### src/rtl/gumnut_pkg.sv
// Shared definitions for the Gumnut interrupt controller.
//   REG_*    : register offsets from BASE_ADDR on the core port bus
//   int_id_t : interrupt source identifier (up to 8 sources)
package gumnut_pkg;

  localparam logic [1:0] REG_PEND = 2'd0;
  localparam logic [1:0] REG_MASK = 2'd1;
  localparam logic [1:0] REG_EDGE = 2'd2;
  localparam logic [1:0] REG_STAT = 2'd3;

  typedef logic [2:0] int_id_t;

endpackage

### src/rtl/gumnut_irq_sync.sv
// Per-line synchroniser for asynchronous interrupt inputs.
// Two flops resynchronise each line; a third stage delays the
// synchronised level so a rising edge can be detected.
//   clk, rst : clock, asynchronous active-high reset
//   irq      : raw interrupt lines (asynchronous)
//   level    : synchronised level
//   rise     : one-cycle pulse on a synchronised rising edge
module gumnut_irq_sync #(
  parameter int unsigned WIDTH = 8
) (
  input  logic             clk,
  input  logic             rst,
  input  logic [WIDTH-1:0] irq,
  output logic [WIDTH-1:0] level,
  output logic [WIDTH-1:0] rise
);

  logic [WIDTH-1:0] stage1;
  logic [WIDTH-1:0] stage2;
  logic [WIDTH-1:0] stage3;

  always_ff @(posedge clk or posedge rst) begin
    if (rst) begin
      stage1 <= '0;
      stage2 <= '0;
      stage3 <= '0;
    end else begin
      stage1 <= irq;
      stage2 <= stage1;
      stage3 <= stage2;
    end
  end

  assign level = stage2;
  assign rise  = stage2 & ~stage3;

endmodule

### src/rtl/gumnut_int_ctrl.sv
// Port-mapped interrupt controller for the Gumnut core.
// Latches, masks and prioritises NUM_SRC interrupt lines (lowest index
// wins), drives int_req_o, records the in-service source on int_ack_i,
// and exposes PENDING/MASK/EDGE/STATUS registers at BASE_ADDR..+3.
//   clk_i, rst_i          : clock, asynchronous active-high reset
//   irq_i                 : raw interrupt lines
//   port_cyc_i/stb_i/we_i : port bus cycle, strobe, write enable
//   port_adr_i/dat_i      : port address, write data
//   port_dat_o/ack_o      : registered read data, one-cycle acknowledge
//   int_ack_i / int_req_o : interrupt handshake with the core
module gumnut_int_ctrl
  import gumnut_pkg::*;
#(
  parameter int unsigned NUM_SRC   = 8,
  parameter logic [7:0]  BASE_ADDR = 8'hF0
) (
  input  logic               clk_i,
  input  logic               rst_i,
  input  logic [NUM_SRC-1:0] irq_i,
  input  logic               port_cyc_i,
  input  logic               port_stb_i,
  input  logic               port_we_i,
  input  logic [7:0]         port_adr_i,
  input  logic [7:0]         port_dat_i,
  output logic [7:0]         port_dat_o,
  output logic               port_ack_o,
  input  logic               int_ack_i,
  output logic               int_req_o
);

  logic [NUM_SRC-1:0] level;
  logic [NUM_SRC-1:0] rise;
  logic [NUM_SRC-1:0] pending;
  logic [NUM_SRC-1:0] pend_next;
  logic [NUM_SRC-1:0] mask;
  logic [NUM_SRC-1:0] edge_mode;
  logic [NUM_SRC-1:0] active;
  logic [NUM_SRC-1:0] wdata;
  logic               isv;
  int_id_t            isid;
  int_id_t            win;
  logic [7:0]         offset;
  logic [1:0]         reg_sel;
  logic               hit;
  logic               wr_hit;
  logic               take;
  logic               eoi;
  logic [7:0]         rdata;

  gumnut_irq_sync #(.WIDTH(NUM_SRC)) u_sync (
    .clk   (clk_i),
    .rst   (rst_i),
    .irq   (irq_i),
    .level (level),
    .rise  (rise)
  );

  function automatic int_id_t prio(input logic [NUM_SRC-1:0] v);
    prio = '0;
    for (int unsigned i = NUM_SRC; i > 0; i--) begin
      if (v[i-1]) prio = int_id_t'(i - 1);
    end
  endfunction

  assign offset  = port_adr_i - BASE_ADDR;
  assign reg_sel = offset[1:0];
  // Suppressing on port_ack_o enforces the idle cycle between acks.
  assign hit     = port_cyc_i & port_stb_i & (offset[7:2] == 6'd0) & ~port_ack_o;
  assign wr_hit  = hit & port_we_i;
  assign wdata   = port_dat_i[NUM_SRC-1:0];
  assign eoi     = wr_hit && (reg_sel == REG_STAT);
  assign take    = int_ack_i & int_req_o;
  assign active  = pending & mask;
  // A late ack after the request was masked away still records the
  // lowest pending source (or 0), but clears nothing.
  assign win     = (active != '0) ? prio(active) : prio(pending);

  always_comb begin
    pend_next = pending;
    for (int unsigned i = 0; i < NUM_SRC; i++) begin
      if (!edge_mode[i]) begin
        pend_next[i] = level[i];
      end else begin
        if (wr_hit && (reg_sel == REG_PEND) && wdata[i]) pend_next[i] = 1'b0;
        if (take && (active != '0) && (win == int_id_t'(i))) pend_next[i] = 1'b0;
        // A fresh edge overrides any clear in the same cycle.
        if (rise[i]) pend_next[i] = 1'b1;
      end
    end
  end

  always_comb begin
    rdata = '0;
    case (reg_sel)
      REG_PEND: rdata[NUM_SRC-1:0] = pending;
      REG_MASK: rdata[NUM_SRC-1:0] = mask;
      REG_EDGE: rdata[NUM_SRC-1:0] = edge_mode;
      default:  rdata = {isv, 4'b0000, isid};
    endcase
  end

  always_ff @(posedge clk_i or posedge rst_i) begin
    if (rst_i) begin
      port_ack_o <= 1'b0;
      port_dat_o <= '0;
      int_req_o  <= 1'b0;
      pending    <= '0;
      mask       <= '0;
      edge_mode  <= '1;
      isv        <= 1'b0;
      isid       <= '0;
    end else begin
      port_ack_o <= hit;
      port_dat_o <= (hit && !port_we_i) ? rdata : 8'h00;
      pending    <= pend_next;
      if (wr_hit && (reg_sel == REG_MASK)) mask      <= wdata;
      if (wr_hit && (reg_sel == REG_EDGE)) edge_mode <= wdata;
      if (take) begin
        isv  <= 1'b1;
        isid <= win;
      end else if (eoi) begin
        isv  <= 1'b0;
      end
      int_req_o <= (active != '0) && !isv && !int_ack_i;
    end
  end

endmodule

### config.mk
export PLATFORM = sky130hd
export DESIGN_NAME = gumnut_int_ctrl
export DESIGN_NICKNAME = d
export VERILOG_FILES = /design/src/rtl/gumnut_pkg.sv /design/src/rtl/gumnut_irq_sync.sv /design/src/rtl/gumnut_int_ctrl.sv
export SDC_FILE = /design/constraint.sdc
export NUM_CORES = 1
export LEC_CHECK = 0
export ABC_AREA = 1
export CELL_PAD_IN_SITES_DETAIL_PLACEMENT = 0
export CELL_PAD_IN_SITES_GLOBAL_PLACEMENT = 1
export CORE_MARGIN = 2
export CORE_UTILIZATION = 43
export DETAILED_ROUTE_END_ITERATION = 10
export GPL_ROUTABILITY_DRIVEN = 1
export HOLD_SLACK_MARGIN = 0.06
export PLACE_DENSITY = 0.9
export SKIP_CTS_REPAIR_TIMING = 1
export SLEW_MARGIN = 25
export SYNTH_ARGS = -nofsm -noshare
export SYNTH_HDL_FRONTEND = slang
export SYNTH_SLANG_ARGS = --single-unit
### constraint.sdc
create_clock -name clk_i -period 3.8 [get_ports clk_i]
set_input_delay 0.76 -clock clk_i [delete_from_list [all_inputs] [get_ports clk_i]]
set_output_delay 0.76 -clock clk_i [all_outputs]
set_load 0.01 [all_outputs]
==> results by group, run 1 <==
Detailed routing
  • Via Count: 2107
  • Routed WL: 5743 um
  • Initial drt markers: 125
  • Drt pass-1 iters: 4
  • Routed vias/inst: 4.911
  • Wire per inst: 13.39 um
  • Remaining DRCs: 0
  • DRT antenna net count: 0

Die
  • Die Span X: 83 um
  • Initial Util: 0.4480
  • Die Footprint: 0.006889 mm^2
  • Row cnt: 28
  • Die Ht: 83 um
  • Core area: 0.005991 mm^2
  • Top Ports: 40

Timing
  • Setup-failing EPs final: 0
  • Final min period: 2.295 ns
  • Fin Clk Skew: 0.009221 ns
  • Final period util: 0.6040
  • Slew HR: 0.4727
  • Final Hold Violating Endpoints: 0
  • Final TNS setup: 0 ns
  • Max Transition Viols Final: 0
  • Unrepaired setup endpoints after global routing: false
  • Worst slew pin tran: 0.7885 ns
  • Fmax: 435.7 MHz

Setup path
  • Setup crit end kind: register
  • Crit path launch: port_adr_i[7]
  • Max FO, Critical Path: 16
  • Cell family with most CP delay: simple AND/OR/NAND/NOR gates
  • Slowest-stage cell, CP: nor3_4
  • Cell mode on critical path: nor3_4
  • Critical Path AT: 2.55 ns
  • Worst Path Buf+Inv: 1
  • CP required: 4.06 ns
  • Cells along the critical path: clkdlybuf4s50_1 > nand3b_4 > nor3_4 > nand2_4 > nor3_4 > nand2_1 > o21ai_0
  • Cells on worst reg2reg path: 6
  • R2R setup slack: 1.99 ns
  • CP Class: primary input to register
  • Crit start category: primary input
  • FF-to-FF End: edge_mode[6]$_DFFE_PP1P_
  • RR Startpoint: port_ack_o$_DFF_PP0_
  • Worst stage delay on the critical path: 0.62 ns

Clock tree
  • Clock-pin slew on the worst setup and hold paths: 0.06 ns
  • CTS root buf: clkbuf_8
  • TritonCTS clock tree: done
  • H-Tree Depth: 3
  • Num CTS Buffers: 9
  • CTS max path bufs: 2
  • Clock Latency Late Sink: 0.34 ns
  • TritonCTS Sinks: 62

Synth
  • Syn Inst Count: 300
  • Netlist cell types: 25
  • Syn_area_per_cell: 8.946 um^2
  • Yosys warning count: 0
  • Syn Nets: 330
  • Ys flop type: dfrtp_1
  • Mapped cell area: 0.002684 mm^2
  • Ys async rst share: 1.000
  • Post-synth EDFFs: 0
  • Seq/Total Area, Yosys: 0.5818
  • Synthesis-stage register bit count: 62

Power and ir drop
  • Power Density: 464.5 mW/mm^2
  • Sw Ratio: 0.2341
  • Cell-internal power: 1.205 mW
  • Comb power frac: 0.105
  • Clock Power Share: 0.431
  • Max rail drop VDD: 265.6 uV
  • Tot Pwr: 1.573 mW
  • Flop pwr share: 0.463
  • Switch Pwr: 368.2 uW
  • Leak pwr: 1.691 nW

Finish
  • Fillers: 544
  • Share of cells above drive strength 1: 0.09887
  • Final net count: 379
  • Area grow syn2layout: 26.20%
  • Diode count: 0

Worst hold path
  • Hold depth: 0
  • Hold Crit Start: u_sync.stage1[3]$_DFF_PP0_
  • Hold WC Path Type: register to register
  • Hold endpoint: u_sync.level[3]$_DFF_PP0_

Placement
  • I/O Buffers: 39
  • HPWL Detailed: 4106 um
  • Final RePlAce weighted congestion: 0.8745

Status
  • Run status: completed

Global route
  • Vias in the first global route: 2042
  • Pin count of the biggest net entering global routing: 63
  • GRT Overall Usage: 0.1828
  • Antenna violations before repair: 0
  • First-pass GRT wire length: 9763 um
  • Total global routing overflow: 0

Run
  • Max-cap viol count: 0
==> area by class of cell <==
class / instances / area [um^2] / area share
Multi-Input combinational cell: 185 / 912.1 / 0.2693
Tap cell: 75 / 93.84 / 0.02771
Timing Repair Buffer: 40 / 397.9 / 0.1175
Clock inverter: 4 / 95.09 / 0.02808
Sequential cell: 62 / 1562 / 0.4610
Clock buffer: 12 / 135.1 / 0.03990
Inverter: 51 / 191.4 / 0.05652
==> cell families (layout without fill, tap and decap cells) <==
kind of cell           count (synthesis)  count (layout)  synth area share
AND/OR/NAND/NOR                      128             128            0.2158
flip-flops                            62              62            0.5818
AO/OA/AOI/OAI                         57              57            0.1240
buffers and inverters                 53             107           0.07832
==> power groups by stage <==
stage               sequential, mW  clock, mW  combinational [mW]
floorplan                    0.733          0               0.100
global route                 0.733      0.725               0.189
finish                       0.729      0.679               0.165
detailed placement           0.740          0               0.166
global placement             0.739          0               0.163
CTS                          0.729      0.693               0.167
==> layout by cell type (no fill, tap or decap), drive strengths merged, types with 4 or more instances in the layout <==
cell type | netlist | routed
nand3 | 9 | 9
clkbuf | 0 | 12
a211oi | 8 | 8
dfstp | 8 | 8
nand4 | 5 | 5
o21ai | 31 | 31
dfrtp | 54 | 54
a21oi | 10 | 10
inv | 51 | 51
clkdlybuf4s50 | 0 | 39
a31oi | 4 | 4
nor2 | 20 | 20
nand2 | 89 | 89
==> per-stage QoR <==
stage	hold WS [ns]	area, um^2	setup WS (ns)	utilization	instances
5_1_grt	0.3599	3387	1.328	0.5654	429
3_5_place_dp	0.3378	3157	1.124	0.5269	413
2_1_floorplan	0.3312	2684	1.512	-	300
4_1_cts	0.3534	3387	1.500	0.5654	429
6_report	0.3489	3387	1.505	0.5654	429
3_3_place_gp	0.3337	3157	1.188	0.5269	413
==> flip-flops by register name (all words and copies together) (netlist names) <==
| register | flops |
|---|---|
| u_sync.stage3 | 8 |
| int_req_o | 1 |
| isv | 1 |
| port_ack_o | 1 |
| port_dat_o | 8 |
| pending | 8 |
| edge_mode | 8 |
| u_sync.stage1 | 8 |
| mask | 8 |
| isid | 3 |
| u_sync.level | 8 |
==> how the worst max path moves through the flow <==
stage,to,slack (ns),cells after the start
final,edge_mode[6]$_DFFE_PP1P_,1.50,7
after global routing,edge_mode[6]$_DFFE_PP1P_,1.33,7
after CTS,pending[6]$_DFFE_PP0P_,1.50,7
after detailed placement,edge_mode[7]$_DFFE_PP1P_,1.12,6
after global placement,edge_mode[7]$_DFFE_PP1P_,1.19,7
after floorplan,int_req_o$_DFF_PP0_,1.51,1
==> synthesized netlist by cell type, drive strengths merged (2+ instances only) <==
| cell | n | share of area |
|---|---|---|
| nand2 | 89 | 0.13 |
| dfrtp | 54 | 0.50 |
| inv | 51 | 0.071 |
| o21ai | 31 | 0.061 |
| nor2 | 20 | 0.033 |
| a21oi | 10 | 0.019 |
| nand3 | 9 | 0.019 |
| a211oi | 8 | 0.022 |
| dfstp | 8 | 0.078 |
| nand4 | 5 | 0.012 |
| a31oi | 4 | 0.0093 |
| nor3 | 3 | 0.014 |
| a221oi | 2 | 0.0065 |
| a41oi | 2 | 0.0065 |
| buf | 2 | 0.0070 |
==> routing by layer <==
| metal | track usage | part of all wire | vias to the layer above |
|---|---|---|---|
| met1 | 0.2439 | 0.48 | 988 |
| li1 | - | - | 1059 |
| met4 | 0.07452 | 0.025 | 0 |
| met2 | 0.2779 | 0.45 | 48 |
| met5 | 0 | 0 | - |
| met3 | 0.05765 | 0.041 | 12 |
Note: power is estimated with default switching activity, not from simulation.
==> inputs of run 2 (changes only) <==
Settings changed: CORE_UTILIZATION 43 to 36, PLACE_DENSITY 0.9 to 0.81.
Clock period 3.8 ns to 1.8 ns, I/O delays scaled along.
==> run 2 against run 1 <==
Compared with the run above:
- worst hold slack is essentially flat
- final area increased by 4.0%
- sequential power rose by 110%
- sequential share of layout area down 1.8 points
- critical path depth is 4 higher
- critical path type is now register to register
- routed wire length rose by 5.8%
- global-route usage down 2.1 points
- worst setup slack worse by 1.3 ns
- clock skew increased by 0.0014 ns
- clock power increased by 49%
- total power up 87%
- highest routed layer unchanged
==> results by group, run 2 (synthesis results as in run 1) <==
Status
  • Run status: completed

Worst hold path
  • Hold endpoint: u_sync.level[0]$_DFF_PP0_
  • Hold Crit Start: u_sync.stage1[0]$_DFF_PP0_
  • Hold depth: 0
  • Hold WC Path Type: register to register

Setup path
  • R2R setup slack: 0.19 ns
  • Slowest-stage cell, CP: dfrtp_1
  • Crit start category: register
  • CP Class: register to register
  • Cells along the critical path: nand2_1 > nand2_1 > nor2_2 > nand2_1 > inv_1 > nand2_1 > nand2_2 > inv_1 > nand3_1 > nand2_1 > nand2_1
  • RR Startpoint: pending[2]$_DFFE_PP0P_
  • CP required: 2.07 ns
  • Cell mode on critical path: nand2_1
  • Cells on worst reg2reg path: 11
  • FF-to-FF End: pending[5]$_DFFE_PP0P_
  • Setup crit end kind: register
  • Worst stage delay on the critical path: 0.43 ns
  • Critical Path AT: 1.88 ns
  • Max FO, Critical Path: 5

Global route
  • First-pass GRT wire length: 10080 um
  • GR met3 Demand/Resource: 0.05509
  • Met2 GRT Util: 0.2406
  • Total global routing overflow: 0
  • Pin count of the biggest net entering global routing: 63
  • Antenna violations before repair: 0
  • Grt peak-use layer: met2
  • GRT Overall Usage: 0.1614
  • GR Util met1: 0.2163
  • Vias in the first global route: 2065

Die
  • Die Footprint: 0.008161 mm^2
  • Row cnt: 31
  • Die Span X: 90.34 um
  • Core area: 0.007253 mm^2
  • Die Ht: 90.34 um
  • Initial Util: 0.3700
  • Top Ports: 40

Timing
  • Unrepaired setup endpoints after global routing: false
  • Setup-failing EPs final: 0
  • Final hold slack: 0.3485 ns
  • Worst slew pin tran: 0.3348 ns
  • Slew HR: 0.7768
  • Fin Clk Skew: 0.01067 ns
  • Final period util: 0.8955
  • Final min period: 1.612 ns
  • Fmax: 620.4 MHz
  • Final Hold Violating Endpoints: 0
  • Max Transition Viols Final: 0

Clock tree
  • Clock Latency Late Sink: 0.33 ns
  • Num CTS Buffers: 9
  • Clock-pin slew on the worst setup and hold paths: 0.07 ns
  • CTS root buf: clkbuf_8
  • TritonCTS clock tree: done
  • CTS max path bufs: 2
  • H-Tree Depth: 3
  • TritonCTS Sinks: 62

Detailed routing
  • Routed vias/inst: 4.611
  • Via Count: 2167
  • Wire per inst: 12.92 um
  • Drt pass-1 iters: 4
  • DRT antenna net count: 0
  • Initial drt markers: 107
  • Remaining DRCs: 0
  • Routed WL: 6074 um

Run
  • Max-cap viol count: 0

Placement
  • I/O Buffers: 39
  • HPWL Detailed: 4449 um
  • Final RePlAce weighted congestion: 0.8741

Finish
  • Commonest cells after routing, fill and taps aside: nand2_1, dfrtp_1, inv_1
  • Final Core Density: 0.4856
  • Diode count: 0
  • Area grow syn2layout: 31.24%
  • Most common cell after layout, fill and taps aside: nand2_1
  • Final net count: 397
  • Fillers: 729
  • Share of cells above drive strength 1: 0.1536

Power and ir drop
  • Power Density: 833.9 mW/mm^2
  • Leak pwr: 1.753 nW
  • Max rail drop VDD: 512.6 uV
==> run 2: cell types whose count changed in the layout (fill, tap and decap cells not counted), sizes merged <==
cell	previous run	this run
clkbuf	12	13
clkinv	1	2
clkinvlp	0	1
bufinv	3	0
inv	51	50
buf	1	19
==> run 2: worst max path at each step <==
stage                           startpoint                        to  depth (start not counted)
floorplan             port_ack_o$_DFF_PP0_  edge_mode[0]$_DFFE_PP1P_                          7
detailed placement           port_adr_i[7]  edge_mode[6]$_DFFE_PP1P_                          9
finish              pending[2]$_DFFE_PP0P_    pending[5]$_DFFE_PP0P_                         11
global placement             port_adr_i[7]  edge_mode[3]$_DFFE_PP1P_                          9
CTS                 pending[2]$_DFFE_PP0P_    pending[5]$_DFFE_PP0P_                         10
global route        pending[2]$_DFFE_PP0P_    pending[5]$_DFFE_PP0P_                         11
==> run 2: layout make-up <==
| class | instances | area (um^2) | area share |
|---|---|---|---|
| flip-flops and latches | 62 | 1562 | 0.4433 |
| multi-input cells | 185 | 924.6 | 0.2625 |
| repair buffers | 58 | 558.0 | 0.1584 |
| inverters | 51 | 195.2 | 0.05542 |
| clock buffers | 13 | 148.9 | 0.04227 |
| well taps | 99 | 123.9 | 0.03517 |
| clock inverters | 2 | 10.01 | 0.002842 |
==> run 2: worst max-delay path, delay by kind of cell, from the launching register on <==
| family | cells | cell delay [ns] |
|---|---|---|
| buffers and inverters | 2 | 0.22 |
| flip-flops | 1 | 0.43 |
| AND/OR/NAND/NOR | 9 | 0.89 |
==> run 2: per-layer routing <==
layer | vias to the layer above | share of wire
li1 | 1094 | -
met1 | 1013 | 0.47
met2 | 47 | 0.45
met3 | 13 | 0.051
met4 | 0 | 0.021
met5 | - | 0
==> run 2: through the flow <==
stage	TNS, ns	std cells	setup slack, ns	power (mW)	instance area [um^2]
2_1_floorplan	0	300	0.3638	1.761	2688
3_3_place_gp	-0.8266	454	-0.08461	1.932	3343
3_5_place_dp	-1.764	454	-0.1237	1.938	3343
4_1_cts	0	469	0.05956	2.970	3502
5_1_grt	0	470	0.03505	3.133	3522
6_report	0	470	0.1881	2.937	3522
==> run 2: power by group <==
| part | switching (mW) | internal, mW |
|---|---|---|
| sequential | 0.0577 | 1.48 |
| clock | 0.488 | 0.526 |
| combinational | 0.217 | 0.165 |
